$ cat src/rtl/sram_test_sequencer.sv
// Async SRAM test sequencer: writes a pattern to every address, reads it back and strobes each word to a checker.
// Optional SRAM_TEST_LFSR_PATTERN_EN selects a 16-bit LFSR pattern instead of address + pass count.
module sram_test_sequencer #(
  parameter int ADDR_BITS = 20,
  parameter int DATA_BITS = 16
) (
  input  logic                 clk,
  input  logic                 reset_n,
  input  logic                 start,
  input  logic                 loop,
  output logic [ADDR_BITS-1:0] sram_addr,
  output logic [DATA_BITS-1:0] sram_data_out,
  output logic                 sram_data_oe,
  input  logic [DATA_BITS-1:0] sram_data_in,
  output logic                 sram_we_n,
  output logic                 sram_oe_n,
  output logic                 sram_ce_n,
  output logic                 check_enable,
  output logic [DATA_BITS-1:0] read_data,
  output logic [DATA_BITS-1:0] expected_data,
  output logic                 busy,
  output logic                 done,
  output logic [15:0]          pass_count
);

  typedef enum logic [2:0] {
    IDLE, W_SETUP, W_PULSE, W_HOLD, R_SETUP, R_WAIT, R_SAMPLE, END
  } state_t;

  state_t               state, state_next;
  logic [ADDR_BITS-1:0] addr_next;
  logic                 last_addr;
  logic [DATA_BITS-1:0] pattern;

  assign last_addr = &sram_addr;

`ifdef SRAM_TEST_LFSR_PATTERN_EN
  localparam logic [15:0] LFSR_MASK = 16'hB400;

  if (DATA_BITS != 16) begin : g_lfsr_width_check
    $error("SRAM_TEST_LFSR_PATTERN_EN requires DATA_BITS == 16");
  end

  logic [15:0] lfsr;

  function automatic logic [15:0] lfsr_seed(input logic [15:0] pc);
    logic [15:0] s;
    s = 16'hACE1 ^ pc;
    return (s == 16'h0000) ? 16'h0001 : s;
  endfunction

  // Right-shifting form; mask bit 15-i selects register bit i as a feedback tap.
  function automatic logic [15:0] lfsr_step(input logic [15:0] v);
    logic fb;
    fb = 1'b0;
    for (int i = 0; i < 16; i++) begin
      if (LFSR_MASK[15-i]) fb = fb ^ v[i];
    end
    return {fb, v[15:1]};
  endfunction

  always_ff @(posedge clk) begin
    case (state)
      IDLE:     if (start) lfsr <= lfsr_seed(pass_count);
      W_HOLD:   lfsr <= last_addr ? lfsr_seed(pass_count) : lfsr_step(lfsr);
      R_SAMPLE: if (!last_addr) lfsr <= lfsr_step(lfsr);
      END:      lfsr <= lfsr_seed(pass_count + 16'd1);
      default:  ;
    endcase
  end

  assign pattern = DATA_BITS'(lfsr);
`else
  function automatic logic [DATA_BITS-1:0] addr_pattern(input logic [ADDR_BITS-1:0] a,
                                                         input logic [15:0]          pc);
    return DATA_BITS'(a) + DATA_BITS'(pc);
  endfunction

  assign pattern = addr_pattern(sram_addr, pass_count);
`endif

  assign sram_data_out = sram_data_oe ? pattern : '0;

  always_comb begin
    state_next = state;
    addr_next  = sram_addr;
    case (state)
      IDLE: begin
        if (start) begin
          state_next = W_SETUP;
          addr_next  = '0;
        end
      end
      W_SETUP: state_next = W_PULSE;
      W_PULSE: state_next = W_HOLD;
      W_HOLD: begin
        addr_next  = sram_addr + ADDR_BITS'(1);
        state_next = last_addr ? R_SETUP : W_SETUP;
      end
      R_SETUP: state_next = R_WAIT;
      R_WAIT:  state_next = R_SAMPLE;
      R_SAMPLE: begin
        addr_next  = sram_addr + ADDR_BITS'(1);
        state_next = last_addr ? END : R_SETUP;
      end
      END: begin
        addr_next  = '0;
        state_next = loop ? W_SETUP : IDLE;
      end
      default: state_next = IDLE;
    endcase
  end

  // Bus strobes are registered from the next state so they are glitch-free at the pins.
  always_ff @(posedge clk) begin
    if (!reset_n) begin
      state         <= IDLE;
      sram_addr     <= '0;
      sram_data_oe  <= 1'b0;
      sram_we_n     <= 1'b1;
      sram_oe_n     <= 1'b1;
      sram_ce_n     <= 1'b1;
      busy          <= 1'b0;
      done          <= 1'b0;
      check_enable  <= 1'b0;
      read_data     <= '0;
      expected_data <= '0;
      pass_count    <= '0;
    end else begin
      state        <= state_next;
      sram_addr    <= addr_next;
      sram_data_oe <= (state_next == W_SETUP) || (state_next == W_PULSE) || (state_next == W_HOLD);
      sram_we_n    <= (state_next != W_PULSE);
      sram_oe_n    <= !((state_next == R_SETUP) || (state_next == R_WAIT) || (state_next == R_SAMPLE));
      busy         <= (state_next != IDLE);
      sram_ce_n    <= (state_next == IDLE);
      check_enable <= (state == R_SAMPLE);
      if (state == R_SAMPLE) begin
        read_data     <= sram_data_in;
        expected_data <= pattern;
      end
      if (state == END) pass_count <= pass_count + 16'd1;
      if (state == IDLE && start) done <= 1'b0;
      else if (state == END && !loop) done <= 1'b1;
    end
  end

endmodule

$ cat config.mk
export PLATFORM = sky130hd
export DESIGN_NAME = sram_test_sequencer
export DESIGN_NICKNAME = d
export VERILOG_FILES = /design/src/rtl/sram_test_sequencer.sv
export SDC_FILE = /design/constraint.sdc
export NUM_CORES = 1
export LEC_CHECK = 0
export ABC_AREA = 1
export BUFFER_PORTS_ARGS = -buffer_cell sky130_fd_sc_hd__buf_2
export CAP_MARGIN = 20
export CORE_MARGIN = 2
export CORE_UTILIZATION = 25
export CTS_BUF_LIST = sky130_fd_sc_hd__clkbuf_8
export DETAILED_ROUTE_END_ITERATION = 7
export GPL_ROUTABILITY_DRIVEN = 0
export HOLD_SLACK_MARGIN = 0.08
export PLACE_DENSITY = 0.46
export SKIP_CTS_REPAIR_TIMING = 1
export SYNTH_ARGS = -nofsm -noshare
export SYNTH_HDL_FRONTEND = slang
export SYNTH_SLANG_ARGS = --single-unit
$ cat constraint.sdc
create_clock -name clk -period 1.95 [get_ports clk]
set_clock_uncertainty 0.15 [all_clocks]
set_input_delay 0.39 -clock clk [delete_from_list [all_inputs] [get_ports clk]]
set_output_delay 0.39 -clock clk [all_outputs]
set_load 0.005 [all_outputs]
==> reports/metrics.cfg, run 1 <==
[yosys]
synth_cells=691
synth_area_um2=4490
synth_top_family_by_area=simple AND/OR/NAND/NOR gates
synth_xor_area_share_pct=2.15
synthesis.nets=729
ys_seq_elements=78
yosysWarnings=0
synthMuxAreaShare_pct=0
seq_area_frac_synth_pct=34.8
syn_area_per_cell_um2=6.50
yosysUniqueCellTypes=34
yosys.area_share.simple_pct=35.1
synthAdderAreaFrac_pct=5.18
synth-compound-area-share_pct=13.0

[timing]
tightest_slew_ps=575
rsz0062_at_grt=true
fin_ws_ps=-595
timing.fmax_ghz=0.393
tns_ps=-6930
setup_violations=16
layout_min_cycle_time_ps=2550
drv_slew=0
max-slew-margin-rel_pct=61.6
hold_viol_final=0
hold_slack_ps=106
finalCritPeriodShare_pct=131

[job]
drv_cap=0

[setup_path]
crit_start=sram_addr[0]
worstPathMaxFanout=4
worst_setup_path_end_kind=primary output
start_kind=register
path_cells=ha_4 > fa_2 > nand3_2 > nand2_4 > nand2_2 > nand2_4 > nand2_1 > nand2_1 > nand2_1 > a21oi_2 > buf_2
cp.required_ps=1410
crit_type=reg2out
arrival_ps=2010
crit_top_cell=nand2_1
r2r_end=expected_data[4]
cp_slowest_stage_delay_ps=360
crit_path_top_delay_cell=dfxtp_4
ff2ff_path_depth=12
timing.rr.start=sram_addr[0]
endpoint=sram_data_out[8]
rrSetupSlack_ps=-10

[drt]
wl_per_cell_um=13.4
ant_nets=0
vias=4955
drtIter0Drc=236
drc=0
drt-vias-per-instance=4.40
drt_wl_total_mm=15.1
dr.pass1.iters=5

[grt]
overflow=0
grt_pass1_wl_mm=24.3
antenna_found_initial=0
grt_pass1_vias=4684
gr-usage-all-layers_pct=15.8
grt_max_degree=44

[floorplan]
start_util_pct=25.3
dieHeight_um=138
die-width_um=138
die_area_um2=19100
core_um2=17800
num_rows=49
io_pins=111

[clock_tree]
clock-root-buffer=clkbuf_8
cts.sinks=78
cts_buffers=9
clkTransAtPathRegs_ps=90
cts_tree=yes
clkLatencyLatePin_ps=370
htree_levels=3
clk_path_buf_depth=2

[placed_design]
placed_cells=1101
place_hpwl_mm=11.5
dpl_cell_area_um2=5990
port_buffers=110

[status]
status=finished with violations
violations=negative setup slack

[cells_and_area]
finalNetCount=931
syn2layout_area_growth_pct=50.5
drive_above_1_share_pct=39.5
nFillCells=1955
fin_util_pct=38.0
final_area_um2=6760
diodes=0
finalNonFillerCells=1127

[worst_hold_path]
hold_path_class=in2reg

[pwr]
powerDensity_nw_per_um2=464
leakage_nw=3.20
ir_drop_uv=256

routing by layer:
layer	share of wire [%]	vias to the layer above	GRT usage [%]
met4	1.4	0	5.37
met3	4.6	12	3.50
met2	46	98	25.2
met1	48	2227	21.3
met5	0	-	0
li1	-	2618	-
worst max-delay path: cells and delay by family (launching register included):
kind | cells | cell delay (ps)
AO/OA/AOI/OAI | 1 | 60
adder cells (fa/ha/maj) | 2 | 500
buffers and inverters | 1 | 150
AND/OR/NAND/NOR | 7 | 560
flip-flops | 1 | 360
cell usage after synthesis, drive strengths merged:
| cell type | count | share of area, % |
|---|---|---|
| a311oi | 1 | 0.20 |
| clkinv | 3 | 0.25 |
| fa | 1 | 0.45 |
| a21oi | 65 | 7.2 |
| o21a | 10 | 1.7 |
| nand3 | 47 | 5.2 |
| dfxtp | 78 | 35 |
| nand3b | 1 | 0.17 |
| xor2 | 8 | 1.6 |
| ha | 17 | 4.7 |
| nor3 | 15 | 1.7 |
| a21o | 1 | 0.17 |
| a31o | 1 | 0.20 |
| buf | 6 | 0.81 |
| a211oi | 1 | 0.17 |
| nor3b | 1 | 0.28 |
| o21bai | 4 | 0.75 |
| nand2 | 214 | 19 |
| o21ai | 19 | 2.1 |
| nand4 | 14 | 2.0 |
| inv | 95 | 7.9 |
| xnor2 | 3 | 0.59 |
| clkbuf | 9 | 0.75 |
| nor2 | 74 | 7.3 |
| o211ai | 3 | 0.50 |
where the power goes:
group	switching [W]	internal [W]	total [W]	leakage (nW)
clock	0.000643	0.000614	0.00126	0.105
combinational	0.000162	0.0000950	0.000257	2.45
sequential	0.0000174	0.00160	0.00162	0.644
per-stage QoR:
step	setup WS, ps	power, W
finish	-595	0.00314
global route	-707	0.00330
CTS	-680	0.00318
detailed placement	-241	0.00190
global placement	-232	0.00191
floorplan	-53.7	0.00180
layout make-up:
class                   count  area, um2  share of cell area (%)
multi-input cells         500       2980                    44.2
flip-flops and latches     78       1610                    23.8
well taps                 229        287                    4.24
inverters                  98        368                    5.44
clock inverters             6       55.1                   0.815
clock buffers              10        138                    2.04
repair buffers            206       1320                    19.5
sequential cells by signal, indices dropped and copies added, names as in the netlist:
register,cells
busy,1
pass_count,16
sram_addr,20
expected_data,16
sram_oe_n,1
check_enable,1
sram_data_oe,1
read_data,16
done,1
sram_we_n,1
state,3
sram_ce_n,1
worst min-delay path by stage:
stage	from	endpoint	cells past startpoint
2_1_floorplan	state[0]	sram_we_n	1
3_3_place_gp	read_data[12]	read_data[12]	2
3_5_place_dp	read_data[2]	read_data[2]	2
4_1_cts	sram_data_in[3]	read_data[3]	3
5_1_grt	sram_data_in[7]	read_data[7]	3
6_report	sram_data_in[11]	read_data[11]	3
logic make-up after synthesis:
kind of cell	after synthesis
xor+xnor	11
simple gates	366
flops	78
compound gates	105
fa+ha+maj	18
buf+inv	113
cell usage in the layout, fill, tap and decap left out, drive strengths merged:
master,synthesis,routed
a211oi,1,1
a21o,1,1
a21oi,65,65
a311oi,1,1
a31o,1,1
buf,6,206
bufinv,0,1
clkbuf,9,10
clkinv,3,5
clkinvlp,0,1
dfxtp,78,78
fa,1,1
ha,17,17
inv,95,97
nand2,214,214
nand3,47,47
nand3b,1,1
nand4,14,14
nor2,74,74
nor3,15,15
nor3b,1,1
o211ai,3,3
o21a,10,10
o21ai,19,19
o21bai,4,4
xnor2,3,3
xor2,8,8
(Power assumes the default switching activity.)
==> inputs of run 2 (changes only) <==
Settings changed: CORE_UTILIZATION 25 to 45, PLACE_DENSITY 0.46 to 0.73.
==> reports/metrics.cfg, run 2 (synthesis gave the netlist of run 1 again) <==
[status]
violations=negative setup slack
status=finished with violations

[setup_path]
crit_top_cell=nand2_2
crit_type=reg2out
worst_setup_path_end_kind=primary output
arrival_ps=2020  ; about the same
cp_slowest_stage_delay_ps=360  ; about the same
start_kind=register
path_cells=ha_4 > fa_2 > nand3_2 > nand2_2 > nand2_2 > nand2_4 > xor2_2 > inv_1 > nor2_1 > buf_2
crit_path_top_delay_cell=dfxtp_4
worstPathMaxFanout=4  ; unchanged
cp.required_ps=1410  ; about the same

[timing]
tightest_slew_ps=558  ; -17.2 ps
drv_slew=0  ; unchanged
max-slew-margin-rel_pct=62.7  ; +1.1 points
rsz0062_at_grt=true
hold_viol_final=0  ; unchanged
setup_violations=15  ; -1
timing.fmax_ghz=0.391  ; -0.39%
finalCritPeriodShare_pct=131  ; +0.51 points
fin_ws_ps=-605  ; -10.0 ps
layout_min_cycle_time_ps=2560  ; +10.0 ps

[cells_and_area]
drive_above_1_share_pct=36.1  ; -3.4 points
diodes=0  ; unchanged
final_area_um2=6430  ; -4.9%
syn2layout_area_growth_pct=43.2
final_cell_mix=nand2_1 (182), buf_2 (110), inv_1 (91)
largest-register=sram_addr
finalNetCount=913  ; -1.9%
final_common_cell=nand2_1
fin_util_pct=66.1  ; +28 points
largest_reg_flops=20  ; unchanged

[clock_tree]
cts_buffers=9  ; unchanged
clock-root-buffer=clkbuf_8
clk_path_buf_depth=2  ; unchanged
htree_levels=3  ; unchanged
cts.sinks=78  ; unchanged
cts_tree=yes
clkLatencyLatePin_ps=360  ; about the same
clkTransAtPathRegs_ps=80  ; about the same

[worst_hold_path]
hold_path_class=in2reg

[pwr]
ir_drop_uv=369  ; +44%
leakage_nw=3.12  ; -2.5%
powerDensity_nw_per_um2=530  ; +14%

[floorplan]
start_util_pct=46.2  ; +21 points
io_pins=111  ; unchanged
core_um2=9730  ; -45%
die_area_um2=10800  ; -43%
dieHeight_um=104  ; -25%
num_rows=36  ; -27%
die-width_um=104  ; -25%

[drt]
drc=0  ; unchanged
ant_nets=0  ; unchanged
wl_per_cell_um=14.0  ; +4.7%
vias=5201  ; +5.0%
drt-vias-per-instance=5.13  ; +17%
drt_wl_total_mm=14.2  ; -5.9%
dr.pass1.iters=6  ; +1
drtIter0Drc=297  ; +26%

[job]
drv_cap=0  ; unchanged

[grt]
overflow=0  ; unchanged
gr-usage-all-layers_pct=24.6  ; +8.8 points
grt_pass1_vias=4798  ; +2.4%
antenna_found_initial=0  ; unchanged
grt_max_degree=44  ; unchanged
grt_pass1_wl_mm=22.0  ; -9.5%

[placed_design]
port_buffers=110  ; unchanged
dpl_cell_area_um2=5770  ; -3.7%
place_hpwl_mm=10.1  ; -12%

## run 2: worst paths after layout
path	start	cells past startpoint	slack, ps	to
worst min register to register	read_data[13]	2	320	read_data[13]
worst max register to register	sram_addr[0]	13	10	sram_data_oe
worst min-delay path	sram_data_in[5]	3	120	read_data[5]
worst max-delay path	sram_addr[0]	10	-610	sram_data_out[6]
## run 2: report_power, final
part,internal (W),switching (W),total (W)
sequential,0.00161,0.0000161,0.00163
clock,0.000920,0.000637,0.00156
combinational,0.0000718,0.000156,0.000228
total,0.00260,0.000809,0.00341
## run 2: layout make-up
cell class	count	area (um2)
timing repair buffer	188	1150
multi-input combinational	500	2900
sequential	78	1590
fill	837	3300
tap	133	166
inverter	98	368
clock buffer	11	151
clock inverter	5	105
## run 2: worst max-delay path, delay by kind of cell, from the launching register on
kind	cells	cell delay, ps
XOR/XNOR	1	180
adder cells (fa/ha/maj)	2	500
buffers and inverters	2	190
flip-flops	1	360
AND/OR/NAND/NOR	5	430
## run 2: per-layer routing
| layer | wire, um | global-route usage (%) | up-vias |
|---|---|---|---|
| li1 | - | - | 2571 |
| met2 | 6930 | 41.6 | 203 |
| met1 | 5890 | 30.7 | 2390 |
| met5 | 0 | 0 | - |
| met3 | 909 | 4.39 | 37 |
| met4 | 452 | 10.8 | 0 |
## run 2: stage by stage
step | std cells | setup WS [ps] | total power (W) | setup TNS (ps) | hold WS [ps]
finish | 1013 | -605 | 0.00341 | -7210 | 122
global route | 1013 | -701 | 0.00354 | -9260 | 114
CTS | 1009 | -641 | 0.00342 | -8700 | 111
detailed placement | 993 | -233 | 0.00188 | -2680 | 304
global placement | 993 | -191 | 0.00187 | -1820 | 301
floorplan | 691 | -53.7 | 0.00180 | -276 | 300
